File: src/rtl/lsm_pkg.sv
// Shared encodings for the load/store-multiple sequencer and the control-unit microcode.
package lsm_pkg;

    localparam logic [2:0] CMD_NOP   = 3'b000;
    localparam logic [2:0] CMD_LOAD  = 3'b001;
    localparam logic [2:0] CMD_NEXT  = 3'b010;
    localparam logic [2:0] CMD_CLEAR = 3'b011;

    localparam logic [1:0] ST_IDLE   = 2'b00;
    localparam logic [1:0] ST_ACTIVE = 2'b01;
    localparam logic [1:0] ST_DONE   = 2'b10;

    function automatic logic [4:0] popcount16(input logic [15:0] v);
        logic [4:0] c;
        c = '0;
        for (int i = 0; i < 16; i++) begin
            c = c + 5'(v[i]);
        end
        return c;
    endfunction

endpackage

File: src/rtl/lsm_prio_enc.sv
// Lowest-set-bit priority encoder over a 16-bit register list.
module lsm_prio_enc (
    input  logic [15:0] vec,
    output logic [3:0]  index,
    output logic        valid
);

    // Scan from the top so the lowest set bit is the last one written.
    always_comb begin
        index = '0;
        valid = 1'b0;
        for (int i = 15; i >= 0; i--) begin
            if (vec[i]) begin
                index = 4'(i);
                valid = 1'b1;
            end
        end
    end

endmodule

File: src/rtl/lsm_sequencer.sv
// Block data transfer sequencer: walks the register list of an LDM/STM one register per NEXT
// and provides the start/writeback byte offsets computed at LOAD.
module lsm_sequencer
    import lsm_pkg::*;
(
    input  logic        CLK,
    input  logic        RESET,
    input  logic [31:0] IR,
    input  logic        LSM_EN,
    input  logic [2:0]  LSM_IN,
    output logic        LSM_DETECT,
    output logic        LSM_END,
    output logic [3:0]  REG_NUM,
    output logic [4:0]  CNT,
    output logic [7:0]  START_OFFSET,
    output logic [7:0]  WB_OFFSET
);

    logic [1:0]  state_q, state_d;
    logic [15:0] list_q, list_d;
    logic [3:0]  reg_num_q, reg_num_d;
    logic [4:0]  cnt_q, cnt_d;
    logic [7:0]  start_off_q, start_off_d;
    logic [7:0]  wb_off_q, wb_off_d;
    logic        end_q, end_d;

    logic [4:0]  load_n;
    logic [7:0]  four_n, neg_four_n;
    logic [7:0]  load_start, load_wb;
    logic [3:0]  load_idx, next_idx;
    logic        load_vld;
    logic        unused_next_vld;
    logic [15:0] list_clr;
    logic        unused_ir_bits;

    assign unused_ir_bits = ^{IR[31:28], IR[22:16]};
    assign LSM_DETECT     = (IR[27:25] == 3'b100);

    assign load_n     = popcount16(IR[15:0]);
    assign four_n     = {1'b0, load_n, 2'b00};
    assign neg_four_n = 8'd0 - four_n;

    // P=IR[24] selects before/after, U=IR[23] selects up/down.
    always_comb begin
        load_start = '0;
        load_wb    = IR[23] ? four_n : neg_four_n;
        case ({IR[24], IR[23]})
            2'b01:   load_start = 8'd0;
            2'b11:   load_start = 8'd4;
            2'b00:   load_start = neg_four_n + 8'd4;
            default: load_start = neg_four_n;
        endcase
        if (load_n == 5'd0) begin
            load_start = '0;
            load_wb    = '0;
        end
    end

    assign list_clr = list_q & ~(16'h0001 << reg_num_q);

    lsm_prio_enc u_load_enc (
        .vec   (IR[15:0]),
        .index (load_idx),
        .valid (load_vld)
    );

    lsm_prio_enc u_next_enc (
        .vec   (list_clr),
        .index (next_idx),
        .valid (unused_next_vld)
    );

    always_comb begin
        state_d     = state_q;
        list_d      = list_q;
        reg_num_d   = reg_num_q;
        cnt_d       = cnt_q;
        start_off_d = start_off_q;
        wb_off_d    = wb_off_q;
        if (LSM_EN) begin
            case (LSM_IN)
                CMD_LOAD: begin
                    list_d      = IR[15:0];
                    cnt_d       = load_n;
                    reg_num_d   = load_idx;
                    state_d     = load_vld ? ST_ACTIVE : ST_DONE;
                    start_off_d = load_start;
                    wb_off_d    = load_wb;
                end
                CMD_NEXT: begin
                    if (state_q == ST_ACTIVE) begin
                        list_d = list_clr;
                        cnt_d  = cnt_q - 5'd1;
                        // The final register keeps its number visible while DONE.
                        if (cnt_q == 5'd1) state_d = ST_DONE;
                        else reg_num_d = next_idx;
                    end
                end
                CMD_CLEAR: begin
                    state_d     = ST_IDLE;
                    list_d      = '0;
                    reg_num_d   = '0;
                    cnt_d       = '0;
                    start_off_d = '0;
                    wb_off_d    = '0;
                end
                default: ;
            endcase
        end
        end_d = ((state_d == ST_ACTIVE) && (cnt_d == 5'd1)) || (state_d == ST_DONE);
    end

    always_ff @(posedge CLK or negedge RESET) begin
        if (!RESET) begin
            state_q     <= ST_IDLE;
            list_q      <= '0;
            reg_num_q   <= '0;
            cnt_q       <= '0;
            start_off_q <= '0;
            wb_off_q    <= '0;
            end_q       <= 1'b0;
        end else begin
            state_q     <= state_d;
            list_q      <= list_d;
            reg_num_q   <= reg_num_d;
            cnt_q       <= cnt_d;
            start_off_q <= start_off_d;
            wb_off_q    <= wb_off_d;
            end_q       <= end_d;
        end
    end

    assign LSM_END      = end_q;
    assign REG_NUM      = reg_num_q;
    assign CNT          = cnt_q;
    assign START_OFFSET = start_off_q;
    assign WB_OFFSET    = wb_off_q;

endmodule

File: config.mk
export PLATFORM = sky130hd
export DESIGN_NAME = lsm_sequencer
export DESIGN_NICKNAME = d
export VERILOG_FILES = /design/src/rtl/lsm_pkg.sv /design/src/rtl/lsm_prio_enc.sv /design/src/rtl/lsm_sequencer.sv
export SDC_FILE = /design/constraint.sdc
export NUM_CORES = 1
export LEC_CHECK = 0
export BUFFER_PORTS_ARGS = -buffer_cell sky130_fd_sc_hd__buf_4
export CORE_ASPECT_RATIO = 1.75
export CORE_MARGIN = 5
export CORE_UTILIZATION = 29
export DETAILED_ROUTE_END_ITERATION = 10
export PLACE_DENSITY = 0.59
export SLEW_MARGIN = 20
export SYNTH_ARGS = -nofsm -noshare
export SYNTH_HDL_FRONTEND = slang
export SYNTH_SLANG_ARGS = --single-unit
File: constraint.sdc
create_clock -name CLK -period 2.25 [get_ports CLK]
set_input_delay 0.1125 -clock CLK [delete_from_list [all_inputs] [get_ports CLK]]
set_output_delay 0.1125 -clock CLK [all_outputs]
set_load 0.005 [all_outputs]
==> impl_metrics.prom, run 1 <==
# TYPE chip_impl_metric gauge
chip_impl_metric{name="synth_area_per_cell",unit="sq um"} 8.650
chip_impl_info{name="reg2reg_from",value="CNT[1]"} 1
chip_impl_metric{name="numPortBuffers",unit=""} 49
chip_impl_metric{name="place.detailed.instances",unit=""} 610
chip_impl_metric{name="crit_path_max_incr_delay",unit="ns"} 0.56
chip_impl_metric{name="p_comb_frac",unit=""} 0.694
chip_impl_info{name="cts_root_buffer",value="sky130_fd_sc_hd__clkbuf_16"} 1
chip_impl_info{name="tritoncts",value="built"} 1
chip_impl_metric{name="maxCapViolCount",unit=""} 0
chip_impl_metric{name="power_frac_seq",unit=""} 0.186
chip_impl_metric{name="placement_rows",unit=""} 51
chip_impl_metric{name="area.growth.synth_to_final",unit="%"} 48.11
chip_impl_metric{name="routedLengthMet1",unit="um"} 3580
chip_impl_info{name="failing_checks",value="setup timing"} 1
chip_impl_metric{name="detail-route-antenna-nets",unit=""} 0
chip_impl_metric{name="finalWeightedCongestion",unit=""} 0.8844
chip_impl_metric{name="number_of_antenna_cells_inserted",unit=""} 0
chip_impl_metric{name="route.detailed.vias_per_inst",unit=""} 5.352
chip_impl_metric{name="coreArea",unit="sq um"} 10980
chip_impl_metric{name="start_util",unit=""} 0.2924
chip_impl_metric{name="detailroute.via_count",unit=""} 3377
chip_impl_info{name="worst_setup_path_start_kind",value="primary input"} 1
chip_impl_metric{name="grt_use_total",unit=""} 0.1780
chip_impl_metric{name="routed_wire_length_per_instance",unit="um"} 17.89
chip_impl_metric{name="internal_power",unit="mW"} 3.481
chip_impl_metric{name="drcViolationCount",unit=""} 0
chip_impl_metric{name="synth.cell_area",unit="sq um"} 3209
chip_impl_metric{name="timing_hold_violations_final",unit=""} 0
chip_impl_metric{name="post_synth_fa_ha_maj_area_fraction",unit=""} 0.1053
chip_impl_info{name="critPathTopFamily",value="adder cells"} 1
chip_impl_metric{name="worst_setup_slack_for_register_to_register_paths",unit="ns"} 0.01
chip_impl_metric{name="timing.fmax",unit="GHz"} 0.2525
chip_impl_metric{name="dpl-instance-area",unit="sq um"} 4307
chip_impl_info{name="cpMaxStageDelayCell",value="sky130_fd_sc_hd__fa_1"} 1
chip_impl_metric{name="final_cell_area",unit="sq um"} 4753
chip_impl_metric{name="cp.buffers_inverters",unit=""} 5
chip_impl_metric{name="clkLatencyLatePin",unit="ns"} 0.29
chip_impl_info{name="timing.critical_path.cells",value="buf_8, inv_4, fa_1, fa_1, fa_1, fa_1, inv_2, ha_4, inv_2, fa_2, xor2_4, ha_2, nor2b_4, xor3_1, buf_4, xnor2_1, o21ai_1"} 1
chip_impl_metric{name="final_net_count",unit=""} 558
chip_impl_metric{name="critical_path_peak_fanout",unit=""} 3
chip_impl_metric{name="layoutNonFillerInstCount",unit=""} 631
chip_impl_info{name="criticalPathCategory",value="primary input to flip-flop"} 1
chip_impl_metric{name="min_period",unit="ns"} 3.960
chip_impl_metric{name="die-width",unit="um"} 89.52
chip_impl_metric{name="detailedPlacementHpwl",unit="um"} 9037
chip_impl_metric{name="yosysUniqueCellTypes",unit=""} 70
chip_impl_metric{name="share_clk_of_total_power",unit=""} 0.119
chip_impl_info{name="worstHoldEndpoint",value="list_q[1]"} 1
chip_impl_metric{name="htree_num_levels",unit=""} 2
chip_impl_info{name="highest-signal-layer",value="met4"} 1
chip_impl_metric{name="first_pass_iters",unit=""} 4
chip_impl_info{name="largest_family_of_logic_cells_by_synthesized_area",value="compound AO/OA/AOI/OAI gates"} 1
chip_impl_metric{name="grt_pass1_wl",unit="um"} 18140
chip_impl_metric{name="cts_buffers",unit=""} 5
chip_impl_metric{name="ys_ff_latch",unit=""} 40
chip_impl_info{name="unrepaired_setup_endpoints_after_global_routing",value="true"} 1
chip_impl_metric{name="fin_worst_skew",unit="ns"} 0.004560
chip_impl_info{name="outcome",value="finished, violations left"} 1
chip_impl_info{name="r2r-end",value="LSM_END"} 1
chip_impl_metric{name="worst_case_vdd_ir_drop",unit="V"} 0.001128
chip_impl_info{name="critical-path-top-cell-by-count",value="sky130_fd_sc_hd__fa_1"} 1
chip_impl_metric{name="grt_pass1_vias",unit=""} 3689
chip_impl_metric{name="worst-slew-pin-transition",unit="ns"} 0.6536
chip_impl_metric{name="netSwitchingFraction",unit=""} 0.3939
chip_impl_metric{name="floorplan.io_pins",unit=""} 65
chip_impl_info{name="timing.hold.worst.class",value="primary input to flip-flop"} 1
chip_impl_metric{name="leakagePower",unit="nW"} 2.185
chip_impl_metric{name="finalPower",unit="mW"} 5.744
chip_impl_metric{name="antenna_violations_before_repair",unit=""} 0
chip_impl_metric{name="slew_violations",unit=""} 0
chip_impl_metric{name="detailroute.wirelength.met2",unit="um"} 6520
chip_impl_metric{name="yosysWarningCount",unit=""} 0
chip_impl_metric{name="synth_cells",unit=""} 371
chip_impl_metric{name="synthSimpleGateAreaFrac",unit=""} 0.1942
chip_impl_metric{name="timing.setup.tns",unit="ns"} -26.30
chip_impl_info{name="crit_path_end_kind",value="flip-flop"} 1
chip_impl_metric{name="post_cts_clock_slew_at_the_launch_and_capture_registers_of_the_worst_setup_and_hold_paths",unit="ns"} 0.06
chip_impl_metric{name="grt_max_degree",unit=""} 41
chip_impl_metric{name="post_synth_edffs",unit=""} 0
chip_impl_metric{name="setup_viol",unit=""} 18
chip_impl_metric{name="dieHeight",unit="um"} 149.2
chip_impl_metric{name="cts-root-to-sink-buffers",unit=""} 2
chip_impl_metric{name="timing.final.crit_share",unit=""} 1.760
chip_impl_metric{name="fp.dieArea",unit="sq um"} 13350
chip_impl_info{name="hold_path_startpoint",value="IR[1]"} 1
chip_impl_metric{name="worst-endpoint-arrival",unit="ns"} 4.13
chip_impl_metric{name="synth_seq_area_share",unit=""} 0.3119
chip_impl_metric{name="power_density",unit="nW/um^2"} 1208
chip_impl_metric{name="power_switching",unit="mW"} 2.262
chip_impl_metric{name="worstRegToRegCells",unit=""} 9
chip_impl_metric{name="post_synth_mux_area_share",unit=""} 0.04639
chip_impl_metric{name="layout.filler_cells",unit=""} 1089
chip_impl_info{name="yosys_most_used_dff",value="sky130_fd_sc_hd__dfrtp_1"} 1
chip_impl_metric{name="synthXorXnorAreaFrac",unit=""} 0.02924
chip_impl_metric{name="worst-endpoint-required",unit="ns"} 2.42
chip_impl_metric{name="cts.sinks",unit=""} 40
chip_impl_metric{name="wl_met3",unit="um"} 396
chip_impl_metric{name="async_flop_share",unit=""} 1.000
chip_impl_metric{name="wl",unit="um"} 11290
chip_impl_metric{name="grt_overflow",unit=""} 0
chip_impl_metric{name="synth-compound-area-share",unit=""} 0.2421
chip_impl_metric{name="fraction_of_final_layout_cells_with_drive_strength_greater_than_1",unit=""} 0.3988
chip_impl_metric{name="dpl_worst_slack",unit="ns"} -2.084
chip_impl_metric{name="worst_slew_margin",unit=""} 0.5603
chip_impl_metric{name="fin_ws",unit="ns"} -1.710
chip_impl_metric{name="number_of_stages_on_the_worst_hold_path",unit=""} 3
chip_impl_metric{name="first_iter_violations",unit=""} 129
==> layout make-up <==
type / count / area [sq um] / area share
inverter: 34 / 145.1 / 0.03053
clock buffer: 6 / 128.9 / 0.02711
timing repair buffer: 136 / 1085 / 0.2282
multi-input combinational: 282 / 2222 / 0.4675
sequential: 40 / 1002 / 0.2108
tap: 132 / 165.2 / 0.03475
clock inverter: 1 / 5.005 / 0.001053
==> routing by layer <==
| metal | GRT usage | vias to the layer above |
|---|---|---|
| met5 | 0 | - |
| met4 | 0.1140 | 0 |
| met3 | 0.02598 | 39 |
| met2 | 0.3453 | 107 |
| met1 | 0.1611 | 1640 |
| li1 | - | 1591 |
==> cell usage in the layout (no fill, tap or decap), types with 6 or more instances in the layout <==
master	netlist	routed
sky130_fd_sc_hd__buf_4	4	123
sky130_fd_sc_hd__dfrtp_1	40	39
sky130_fd_sc_hd__nand2_1	41	39
sky130_fd_sc_hd__o21ai_0	40	33
sky130_fd_sc_hd__inv_1	34	23
sky130_fd_sc_hd__nor2_1	25	22
sky130_fd_sc_hd__a21oi_1	11	9
sky130_fd_sc_hd__a31oi_1	9	9
sky130_fd_sc_hd__buf_6	1	9
sky130_fd_sc_hd__fa_1	10	8
sky130_fd_sc_hd__nand2b_1	7	7
sky130_fd_sc_hd__mux2i_1	7	7
sky130_fd_sc_hd__a22o_1	7	7
sky130_fd_sc_hd__inv_2	0	6
sky130_fd_sc_hd__nor2b_1	9	6
sky130_fd_sc_hd__o21ai_1	1	6
sky130_fd_sc_hd__ha_1	11	6
==> worst register-to-register path: cells and delay by family, from the launching register on <==
| family | cells | cell delay [ns] |
|---|---|---|
| simple gates | 4 | 0.89 |
| compound gates | 2 | 0.46 |
| flops | 1 | 0.37 |
| buf+inv | 2 | 0.25 |
| fa+ha+maj | 1 | 0.18 |
==> through the flow <==
| step | hold WS (ns) | util |
|---|---|---|
| 3_3_place_gp | 0.1255 | 0.3924 |
| 2_1_floorplan | -0.1831 | - |
| 4_1_cts | 0.1233 | 0.4269 |
| 5_1_grt | 0.1259 | 0.4331 |
| 6_report | 0.1195 | 0.4331 |
| 3_5_place_dp | 0.1322 | 0.3924 |
==> sequential cells by signal (all words and copies together), names as in the netlist <==
name          count
CNT               5
WB_OFFSET         6
LSM_END           1
START_OFFSET      6
state_q           2
REG_NUM           4
list_q           16
==> logic make-up (layout without fill, tap and decap cells) <==
group / after synthesis / after routing
flops: 40 / 40
buf+inv: 52 / 177
other cells: 1 / 4
xor+xnor: 9 / 9
mux: 14 / 14
simple gates: 120 / 120
compound gates: 114 / 114
fa+ha+maj: 21 / 21
==> Yosys cell counts, types with 2 or more instances <==
master | n | area share
sky130_fd_sc_hd__a211oi_1 | 3 | 0.0070
sky130_fd_sc_hd__a21o_1 | 4 | 0.0094
sky130_fd_sc_hd__a21oi_1 | 11 | 0.017
sky130_fd_sc_hd__a22o_1 | 7 | 0.019
sky130_fd_sc_hd__a22oi_1 | 3 | 0.0070
sky130_fd_sc_hd__a31oi_1 | 9 | 0.018
sky130_fd_sc_hd__buf_2 | 5 | 0.0078
sky130_fd_sc_hd__buf_4 | 4 | 0.0094
sky130_fd_sc_hd__clkbuf_1 | 8 | 0.0094
sky130_fd_sc_hd__dfrtp_1 | 40 | 0.31
sky130_fd_sc_hd__fa_1 | 10 | 0.062
sky130_fd_sc_hd__ha_1 | 11 | 0.043
sky130_fd_sc_hd__inv_1 | 34 | 0.040
sky130_fd_sc_hd__mux2_1 | 2 | 0.0070
sky130_fd_sc_hd__mux2_2 | 5 | 0.018
sky130_fd_sc_hd__mux2i_1 | 7 | 0.022
sky130_fd_sc_hd__nand2_1 | 41 | 0.048
sky130_fd_sc_hd__nand2b_1 | 7 | 0.014
sky130_fd_sc_hd__nand3_1 | 5 | 0.0078
sky130_fd_sc_hd__nand3b_1 | 3 | 0.0070
sky130_fd_sc_hd__nand4_1 | 2 | 0.0039
sky130_fd_sc_hd__nand4b_1 | 2 | 0.0055
sky130_fd_sc_hd__nor2_1 | 25 | 0.029
sky130_fd_sc_hd__nor2b_1 | 9 | 0.018
sky130_fd_sc_hd__nor3_1 | 4 | 0.0062
sky130_fd_sc_hd__nor3b_1 | 2 | 0.0047
sky130_fd_sc_hd__nor4_1 | 5 | 0.0097
sky130_fd_sc_hd__o21a_1 | 2 | 0.0047
sky130_fd_sc_hd__o21ai_0 | 40 | 0.062
sky130_fd_sc_hd__o22ai_1 | 5 | 0.0097
sky130_fd_sc_hd__o32a_1 | 5 | 0.016
sky130_fd_sc_hd__o32ai_1 | 3 | 0.0082
sky130_fd_sc_hd__or3_1 | 2 | 0.0039
sky130_fd_sc_hd__or4_1 | 3 | 0.0070
sky130_fd_sc_hd__or4b_1 | 2 | 0.0062
sky130_fd_sc_hd__xnor2_1 | 3 | 0.0082
sky130_fd_sc_hd__xor2_1 | 5 | 0.014
==> worst max-delay path by stage <==
| stage | start | end | slack [ns] | cells past startpoint |
|---|---|---|---|---|
| floorplan | IR[1] | WB_OFFSET[6] | -1.71 | 15 |
| CTS | IR[9] | START_OFFSET[5] | -1.71 | 17 |
| global route | IR[9] | START_OFFSET[5] | -1.87 | 17 |
| finish | IR[9] | START_OFFSET[5] | -1.71 | 17 |
| global placement | IR[1] | START_OFFSET[7] | -2.00 | 18 |
| detailed placement | IR[1] | LSM_END | -2.08 | 14 |
==> power by group through the flow <==
stage / registers [mW] / logic, mW / clock network [mW]
global route: 1.10 / 4.32 / 0.729
floorplan: 1.04 / 1.79 / 0
detailed placement: 1.07 / 3.14 / 0
finish: 1.07 / 3.99 / 0.686
CTS: 1.06 / 3.85 / 0.704
global placement: 1.07 / 3.09 / 0
==> timing repair <==
item,in CTS,in global routing
hold buffers,1,0
setup endpoints to repair,19,22
pin swaps,17,8
gates resized for setup,42,16
endpoints found under the hold margin,40,0
setup buffers,11,3
No activity file was read; power rests on OpenSTA's default activity.
==> run 2: changes to the inputs <==
- CTS_BUF_LIST: default -> sky130_fd_sc_hd__clkbuf_4
==> run 2 against run 1 <==
  * The flow still finishes with violations (setup timing)
  * Final cell count decreased by 0.63%
  * Worst setup slack improved by 0.080 ns
  * Via count up 0.44%
  * Global-route usage barely moved
  * Routed wire length rose by 0.33%
  * Critical path type unchanged
  * Critical endpoint is now LSM_END
  * Highest routed layer unchanged
==> impl_metrics.prom, run 2 (same netlist as run 1, synthesis figures left out) <==
# TYPE chip_impl_metric gauge
chip_impl_info{name="outcome",value="finished, violations left"} 1
chip_impl_info{name="failing_checks",value="setup timing"} 1
chip_impl_metric{name="layoutNonFillerInstCount",unit=""} 627
chip_impl_metric{name="clkLatencyLatePin",unit="ns"} 0.36
chip_impl_metric{name="dieHeight",unit="um"} 149.2
chip_impl_metric{name="htree_num_levels",unit=""} 2
chip_impl_metric{name="worst_slew_margin",unit=""} 0.5781
chip_impl_metric{name="place.detailed.instances",unit=""} 610
chip_impl_metric{name="worst-endpoint-required",unit="ns"} 2.52
chip_impl_metric{name="timing.fmax",unit="GHz"} 0.2578
chip_impl_info{name="cts_root_buffer",value="sky130_fd_sc_hd__clkbuf_4"} 1
chip_impl_metric{name="grt_pass1_wl",unit="um"} 18050
chip_impl_info{name="layout.cells.most_common_list",value="116 x sky130_fd_sc_hd__buf_4, 39 x sky130_fd_sc_hd__dfrtp_1, 38 x sky130_fd_sc_hd__nand2_1, 33 x sky130_fd_sc_hd__o21ai_0, 22 x sky130_fd_sc_hd__nor2_1"} 1
chip_impl_info{name="worst_setup_path_start_kind",value="primary input"} 1
chip_impl_metric{name="route.detailed.vias_per_inst",unit=""} 5.410
chip_impl_metric{name="slew_violations",unit=""} 0
chip_impl_metric{name="area.growth.synth_to_final",unit="%"} 46.39
chip_impl_info{name="timing.hold.worst.class",value="primary input to flip-flop"} 1
chip_impl_metric{name="floorplan.io_pins",unit=""} 65
chip_impl_metric{name="fin_worst_skew",unit="ns"} 0.008229
chip_impl_metric{name="power_density",unit="nW/um^2"} 1154
chip_impl_metric{name="number_of_antenna_cells_inserted",unit=""} 0
chip_impl_metric{name="detailroute.via_count",unit=""} 3392
chip_impl_metric{name="detail-route-antenna-nets",unit=""} 0
chip_impl_metric{name="finalWeightedCongestion",unit=""} 0.8844
chip_impl_metric{name="worst_hold_slack_after_final_layout",unit="ns"} 0.04307
chip_impl_metric{name="start_util",unit=""} 0.2924
chip_impl_metric{name="leakagePower",unit="nW"} 2.169
chip_impl_metric{name="drcViolationCount",unit=""} 0
chip_impl_metric{name="fin_ws",unit="ns"} -1.629
chip_impl_metric{name="worst_case_vdd_ir_drop",unit="V"} 0.001278
chip_impl_metric{name="post_cts_clock_slew_at_the_launch_and_capture_registers_of_the_worst_setup_and_hold_paths",unit="ns"} 0.12
chip_impl_metric{name="final_net_count",unit=""} 554
chip_impl_metric{name="min_period",unit="ns"} 3.879
chip_impl_metric{name="worst-slew-pin-transition",unit="ns"} 0.6271
chip_impl_metric{name="routed_wire_length_per_instance",unit="um"} 18.06
chip_impl_metric{name="cts.sinks",unit=""} 40
chip_impl_metric{name="die-width",unit="um"} 89.52
chip_impl_metric{name="cts_buffers",unit=""} 5
chip_impl_info{name="registers.top_by_ff_count",value="list_q"} 1
chip_impl_info{name="crit_path_end_kind",value="flip-flop"} 1
chip_impl_info{name="layout_commonest_cell",value="sky130_fd_sc_hd__buf_4"} 1
chip_impl_metric{name="grt_use_total",unit=""} 0.1775
chip_impl_info{name="criticalPathCategory",value="primary input to flip-flop"} 1
chip_impl_metric{name="timing_hold_violations_final",unit=""} 0
chip_impl_metric{name="fraction_of_final_layout_cells_with_drive_strength_greater_than_1",unit=""} 0.4081
chip_impl_metric{name="grt_overflow",unit=""} 0
chip_impl_metric{name="fp.dieArea",unit="sq um"} 13350
chip_impl_metric{name="maxCapViolCount",unit=""} 0
chip_impl_metric{name="dpl-instance-area",unit="sq um"} 4307
chip_impl_metric{name="final_cell_area",unit="sq um"} 4698
chip_impl_metric{name="timing.final.crit_share",unit=""} 1.724
chip_impl_info{name="tritoncts",value="built"} 1
chip_impl_metric{name="wl",unit="um"} 11330
chip_impl_info{name="unrepaired_setup_endpoints_after_global_routing",value="true"} 1
chip_impl_metric{name="worst-endpoint-arrival",unit="ns"} 4.15
chip_impl_metric{name="antenna_violations_before_repair",unit=""} 0
chip_impl_metric{name="grt_max_degree",unit=""} 41
chip_impl_metric{name="cts-root-to-sink-buffers",unit=""} 2
chip_impl_metric{name="setup_viol",unit=""} 18
chip_impl_metric{name="coreArea",unit="sq um"} 10980
chip_impl_metric{name="critical_path_peak_fanout",unit=""} 4
chip_impl_metric{name="first_pass_iters",unit=""} 4
chip_impl_metric{name="numPortBuffers",unit=""} 49
chip_impl_metric{name="grt_pass1_vias",unit=""} 3627
chip_impl_metric{name="placement_rows",unit=""} 51
chip_impl_metric{name="detailedPlacementHpwl",unit="um"} 9037
chip_impl_metric{name="largest_reg_flops",unit=""} 16
chip_impl_metric{name="first_iter_violations",unit=""} 113
## run 2: final cells by class
| type | instances | area (sq um) |
|---|---|---|
| multi-input combinational | 282 | 2270 |
| sequential | 40 | 1002 |
| inverter | 34 | 145.1 |
| fill | 1090 | 6277 |
| clock inverter | 1 | 5.005 |
| tap | 132 | 165.2 |
| clock buffer | 6 | 45.04 |
| timing repair buffer | 132 | 1066 |
## run 2: stage by stage
step	total power [mW]	setup WS [ns]	setup TNS (ns)	utilization
detailed placement	4.204	-2.084	-32.87	0.3924
finish	5.422	-1.629	-24.04	0.4281
global placement	4.164	-2.001	-31.84	0.3924
CTS	5.302	-1.607	-23.66	0.4221
floorplan	2.826	-1.706	-24.68	-
global route	5.779	-1.714	-26.03	0.4281
## run 2: worst paths after layout
path / from / to / slack [ns] / cells after the start
min in group asynchronous: RESET / CNT[4] / 0.27 / 2
worst min-delay path: IR[1] / list_q[1] / 0.04 / 3
worst min register to register: START_OFFSET[7] / START_OFFSET[7] / 0.51 / 1
worst max register to register: CNT[1] / LSM_END / -0.06 / 9
max in group asynchronous: RESET / REG_NUM[0] / 1.58 / 2
worst max-delay path: IR[9] / LSM_END / -1.63 / 14
## run 2: per-layer routing
metal | global-route usage | routed length, um
met1 | 0.1609 | 3628
met4 | 0.1043 | 717
met2 | 0.3490 | 6613
met5 | 0 | 0
met3 | 0.02543 | 367
## run 2: what timing repair did
action | in CTS | in global routing
resized for setup | 54 | 18
setup endpoints to repair | 19 | 21
hold buffers | 1 | 0
pin swaps | 14 | 9
hold endpoints to repair | 40 | 0
buffers inserted | 9 | 4
## run 2: worst max-delay path: stages
cell                      delay, ns
sky130_fd_sc_hd__buf_8         0.08
sky130_fd_sc_hd__inv_4         0.03
sky130_fd_sc_hd__fa_1          0.56
sky130_fd_sc_hd__fa_1          0.45
sky130_fd_sc_hd__fa_1          0.54
sky130_fd_sc_hd__fa_1          0.43
sky130_fd_sc_hd__inv_2         0.08
sky130_fd_sc_hd__ha_4          0.13
sky130_fd_sc_hd__inv_2         0.04
sky130_fd_sc_hd__fa_2          0.61
sky130_fd_sc_hd__o32a_1        0.18
sky130_fd_sc_hd__o22ai_2       0.09
sky130_fd_sc_hd__or4b_4        0.55
sky130_fd_sc_hd__o32ai_2       0.27
## run 2: power by group
group | switching (mW) | total (mW) | internal [mW]
clock network | 0.245 | 0.372 | 0.127
logic | 1.84 | 3.98 | 2.13
registers | 0.179 | 1.07 | 0.893
==> run 3: changes to the inputs <==
- CORE_UTILIZATION: 29 -> 45
- PLACE_DENSITY: 0.59 -> 0.79
- SYNTH_HIERARCHICAL: default -> 1
==> run 3 against run 2 <==
  * Final cell count down 13%
  * Combinational power down 7.0%
  * Largest power group unchanged
  * The flow still finishes with violations (setup timing)
  * Sequential cell count unchanged
  * Fmax down 0.44%
  * Clock power up 2%
==> impl_metrics.prom, run 3 <==
# TYPE chip_impl_metric gauge
chip_impl_metric{name="coreArea",unit="sq um"} 6857
chip_impl_metric{name="synth.cell_area",unit="sq um"} 3139
chip_impl_metric{name="first_iter_violations",unit=""} 261
chip_impl_metric{name="timing.final.crit_share",unit=""} 1.732
chip_impl_metric{name="grt_use_total",unit=""} 0.2292
chip_impl_metric{name="final_net_count",unit=""} 518
chip_impl_metric{name="finalWeightedCongestion",unit=""} 1.032
chip_impl_metric{name="synth_cells",unit=""} 361
chip_impl_info{name="outcome",value="finished, violations left"} 1
chip_impl_metric{name="number_of_stages_on_the_worst_hold_path",unit=""} 4
chip_impl_metric{name="grt_pass1_vias",unit=""} 3284
chip_impl_info{name="registers.top_by_ff_count",value="list_q"} 1
chip_impl_metric{name="worst-endpoint-required",unit="ns"} 2.57
chip_impl_metric{name="area.growth.synth_to_final",unit="%"} 36.19
chip_impl_metric{name="routed_wire_length_per_instance",unit="um"} 17.92
chip_impl_metric{name="fin_ws",unit="ns"} -1.646
chip_impl_metric{name="worst-slew-pin-transition",unit="ns"} 0.8072
chip_impl_info{name="layout.cells.most_common_list",value="93 x sky130_fd_sc_hd__buf_4, 40 x sky130_fd_sc_hd__dfrtp_1, 36 x sky130_fd_sc_hd__nor2_1, 31 x sky130_fd_sc_hd__inv_1, 25 x sky130_fd_sc_hd__nand2_1"} 1
chip_impl_metric{name="power_density",unit="nW/um^2"} 1204
chip_impl_metric{name="critical_path_peak_fanout",unit=""} 3
chip_impl_info{name="worstHoldEndpoint",value="START_OFFSET[7]"} 1
chip_impl_metric{name="post_cts_clock_slew_at_the_launch_and_capture_registers_of_the_worst_setup_and_hold_paths",unit="ns"} 0.14
chip_impl_info{name="timing.hold.worst.class",value="primary input to flip-flop"} 1
chip_impl_metric{name="fp.dieArea",unit="sq um"} 8812
chip_impl_metric{name="htree_num_levels",unit=""} 2
chip_impl_metric{name="clkLatencyLatePin",unit="ns"} 0.37
chip_impl_metric{name="cts-root-to-sink-buffers",unit=""} 2
chip_impl_metric{name="layout.filler_cells",unit=""} 589
chip_impl_metric{name="grt_max_degree",unit=""} 41
chip_impl_metric{name="layout.area.seq",unit="sq um"} 1001
chip_impl_info{name="layout_commonest_cell",value="sky130_fd_sc_hd__buf_4"} 1
chip_impl_metric{name="min_period",unit="ns"} 3.896
chip_impl_metric{name="detail-route-antenna-nets",unit=""} 0
chip_impl_metric{name="yosysWarningCount",unit=""} 6
chip_impl_metric{name="setup_viol",unit=""} 18
chip_impl_metric{name="worst_setup_slack_for_register_to_register_paths",unit="ns"} 0.13
chip_impl_metric{name="finalPower",unit="mW"} 5.149
chip_impl_info{name="failing_checks",value="setup timing"} 1
chip_impl_metric{name="grt_overflow",unit=""} 0
chip_impl_metric{name="cts_buffers",unit=""} 5
chip_impl_info{name="reg2reg_from",value="REG_NUM[1]"} 1
chip_impl_info{name="hold_path_startpoint",value="IR[23]"} 1
chip_impl_metric{name="wl",unit="um"} 9748
chip_impl_metric{name="synth_area_per_cell",unit="sq um"} 8.696
chip_impl_metric{name="place.detailed.instances",unit=""} 525
chip_impl_metric{name="worst_hold_slack_after_final_layout",unit="ns"} 0.09566
chip_impl_metric{name="slew_violations",unit=""} 0
chip_impl_info{name="crit_path_end_kind",value="flip-flop"} 1
chip_impl_metric{name="placement_rows",unit=""} 40
chip_impl_metric{name="die-width",unit="um"} 73.14
chip_impl_info{name="unrepaired_setup_endpoints_after_global_routing",value="true"} 1
chip_impl_metric{name="worstRegToRegCells",unit=""} 9
chip_impl_metric{name="area_taken_by_multi_input_logic_gates",unit="sq um"} 2132
chip_impl_metric{name="worst-endpoint-arrival",unit="ns"} 4.22
chip_impl_metric{name="final_cell_area",unit="sq um"} 4275
chip_impl_metric{name="start_util",unit=""} 0.4578
chip_impl_metric{name="worst_case_vdd_ir_drop",unit="V"} 0.001187
chip_impl_metric{name="maxCapViolCount",unit=""} 0
chip_impl_metric{name="layoutNonFillerInstCount",unit=""} 544
chip_impl_metric{name="grt_pass1_wl",unit="um"} 15600
chip_impl_metric{name="cts.sinks",unit=""} 40
chip_impl_info{name="criticalPathCategory",value="primary input to flip-flop"} 1
chip_impl_metric{name="leakagePower",unit="nW"} 2.014
chip_impl_metric{name="number_of_antenna_cells_inserted",unit=""} 0
chip_impl_metric{name="numPortBuffers",unit=""} 49
chip_impl_metric{name="final_util",unit=""} 0.6235
chip_impl_metric{name="first_pass_iters",unit=""} 5
chip_impl_metric{name="dieHeight",unit="um"} 120.5
chip_impl_metric{name="detailroute.via_count",unit=""} 3167
chip_impl_metric{name="largest_reg_flops",unit=""} 16
chip_impl_metric{name="detailedPlacementHpwl",unit="um"} 7364
chip_impl_metric{name="fraction_of_final_layout_cells_with_drive_strength_greater_than_1",unit=""} 0.3522
chip_impl_metric{name="route.detailed.vias_per_inst",unit=""} 5.822
chip_impl_metric{name="worst_slew_margin",unit=""} 0.4619
chip_impl_metric{name="drcViolationCount",unit=""} 0
chip_impl_metric{name="dpl-instance-area",unit="sq um"} 3955
chip_impl_metric{name="fin_worst_skew",unit="ns"} 0.01315
chip_impl_metric{name="timing_hold_violations_final",unit=""} 0
chip_impl_info{name="worst_setup_path_start_kind",value="primary input"} 1
chip_impl_metric{name="floorplan.io_pins",unit=""} 65
chip_impl_info{name="r2r-end",value="REG_NUM[1]"} 1
chip_impl_info{name="tritoncts",value="built"} 1
chip_impl_metric{name="antenna_violations_before_repair",unit=""} 0
chip_impl_metric{name="timing.fmax",unit="GHz"} 0.2567
chip_impl_info{name="cts_root_buffer",value="sky130_fd_sc_hd__clkbuf_4"} 1
==> run 3: final cells by class <==
| type | instances | area share |
|---|---|---|
| Clock inverter | 3 | 0.004390 |
| Multi-Input combinational cell | 268 | 0.4987 |
| Clock buffer | 5 | 0.008780 |
| Inverter | 41 | 0.03834 |
| Timing Repair Buffer | 103 | 0.1911 |
| Sequential cell | 40 | 0.2341 |
| Tap cell | 84 | 0.02458 |
==> run 3: repair_timing <==
| action | 4_1_cts | 5_1_grt |
|---|---|---|
| pin swaps | 18 | 7 |
| endpoints found under the setup margin | 18 | 22 |
| hold endpoints to repair | 40 | 0 |
| gates resized for setup | 36 | 17 |
| setup buffers | 6 | 9 |
| hold buffers | 1 | 0 |
==> run 3: per-layer routing <==
metal | track usage | part of all wire
met1 | 0.2414 | 0.35
met2 | 0.3963 | 0.53
met3 | 0.03910 | 0.058
met4 | 0.1628 | 0.061
met5 | 0 | 0
==> run 3: where the power goes <==
group	total, mW	internal (mW)	switching [mW]
clock	0.381	0.120	0.261
sequential	1.06	0.906	0.158
combinational	3.70	1.94	1.77
total	5.15	2.96	2.19
==> run 3: worst max-delay path, stage by stage <==
cell	delay (ns)
sky130_fd_sc_hd__buf_6	0.08
sky130_fd_sc_hd__inv_2	0.03
sky130_fd_sc_hd__fa_1	0.56
sky130_fd_sc_hd__fa_1	0.45
sky130_fd_sc_hd__fa_1	0.53
sky130_fd_sc_hd__fa_1	0.45
sky130_fd_sc_hd__inv_2	0.09
sky130_fd_sc_hd__ha_4	0.13
sky130_fd_sc_hd__inv_2	0.03
sky130_fd_sc_hd__fa_2	0.38
sky130_fd_sc_hd__buf_6	0.15
sky130_fd_sc_hd__buf_4	0.13
sky130_fd_sc_hd__xor3_1	0.35
sky130_fd_sc_hd__nand3b_1	0.13
sky130_fd_sc_hd__or4_4	0.53
sky130_fd_sc_hd__nand3_2	0.09
==> run 3: through the flow <==
step | worst slack [ns] | TNS [ns]
after floorplan | -1.914 | -25.84
after global placement | -2.098 | -32.07
after detailed placement | -2.167 | -32.71
after CTS | -1.677 | -24.12
after global routing | -1.749 | -26.07
final | -1.646 | -24.42
==> run 3: worst max path at each step <==
| stage | endpoint | cells past startpoint | start | slack (ns) |
|---|---|---|---|---|
| floorplan | START_OFFSET[6] | 17 | IR[15] | -1.91 |
| global placement | START_OFFSET[6] | 16 | IR[0] | -2.10 |
| detailed placement | START_OFFSET[6] | 16 | IR[15] | -2.17 |
| CTS | START_OFFSET[6] | 16 | IR[5] | -1.68 |
| global route | START_OFFSET[6] | 16 | IR[5] | -1.75 |
| finish | START_OFFSET[6] | 16 | IR[5] | -1.65 |
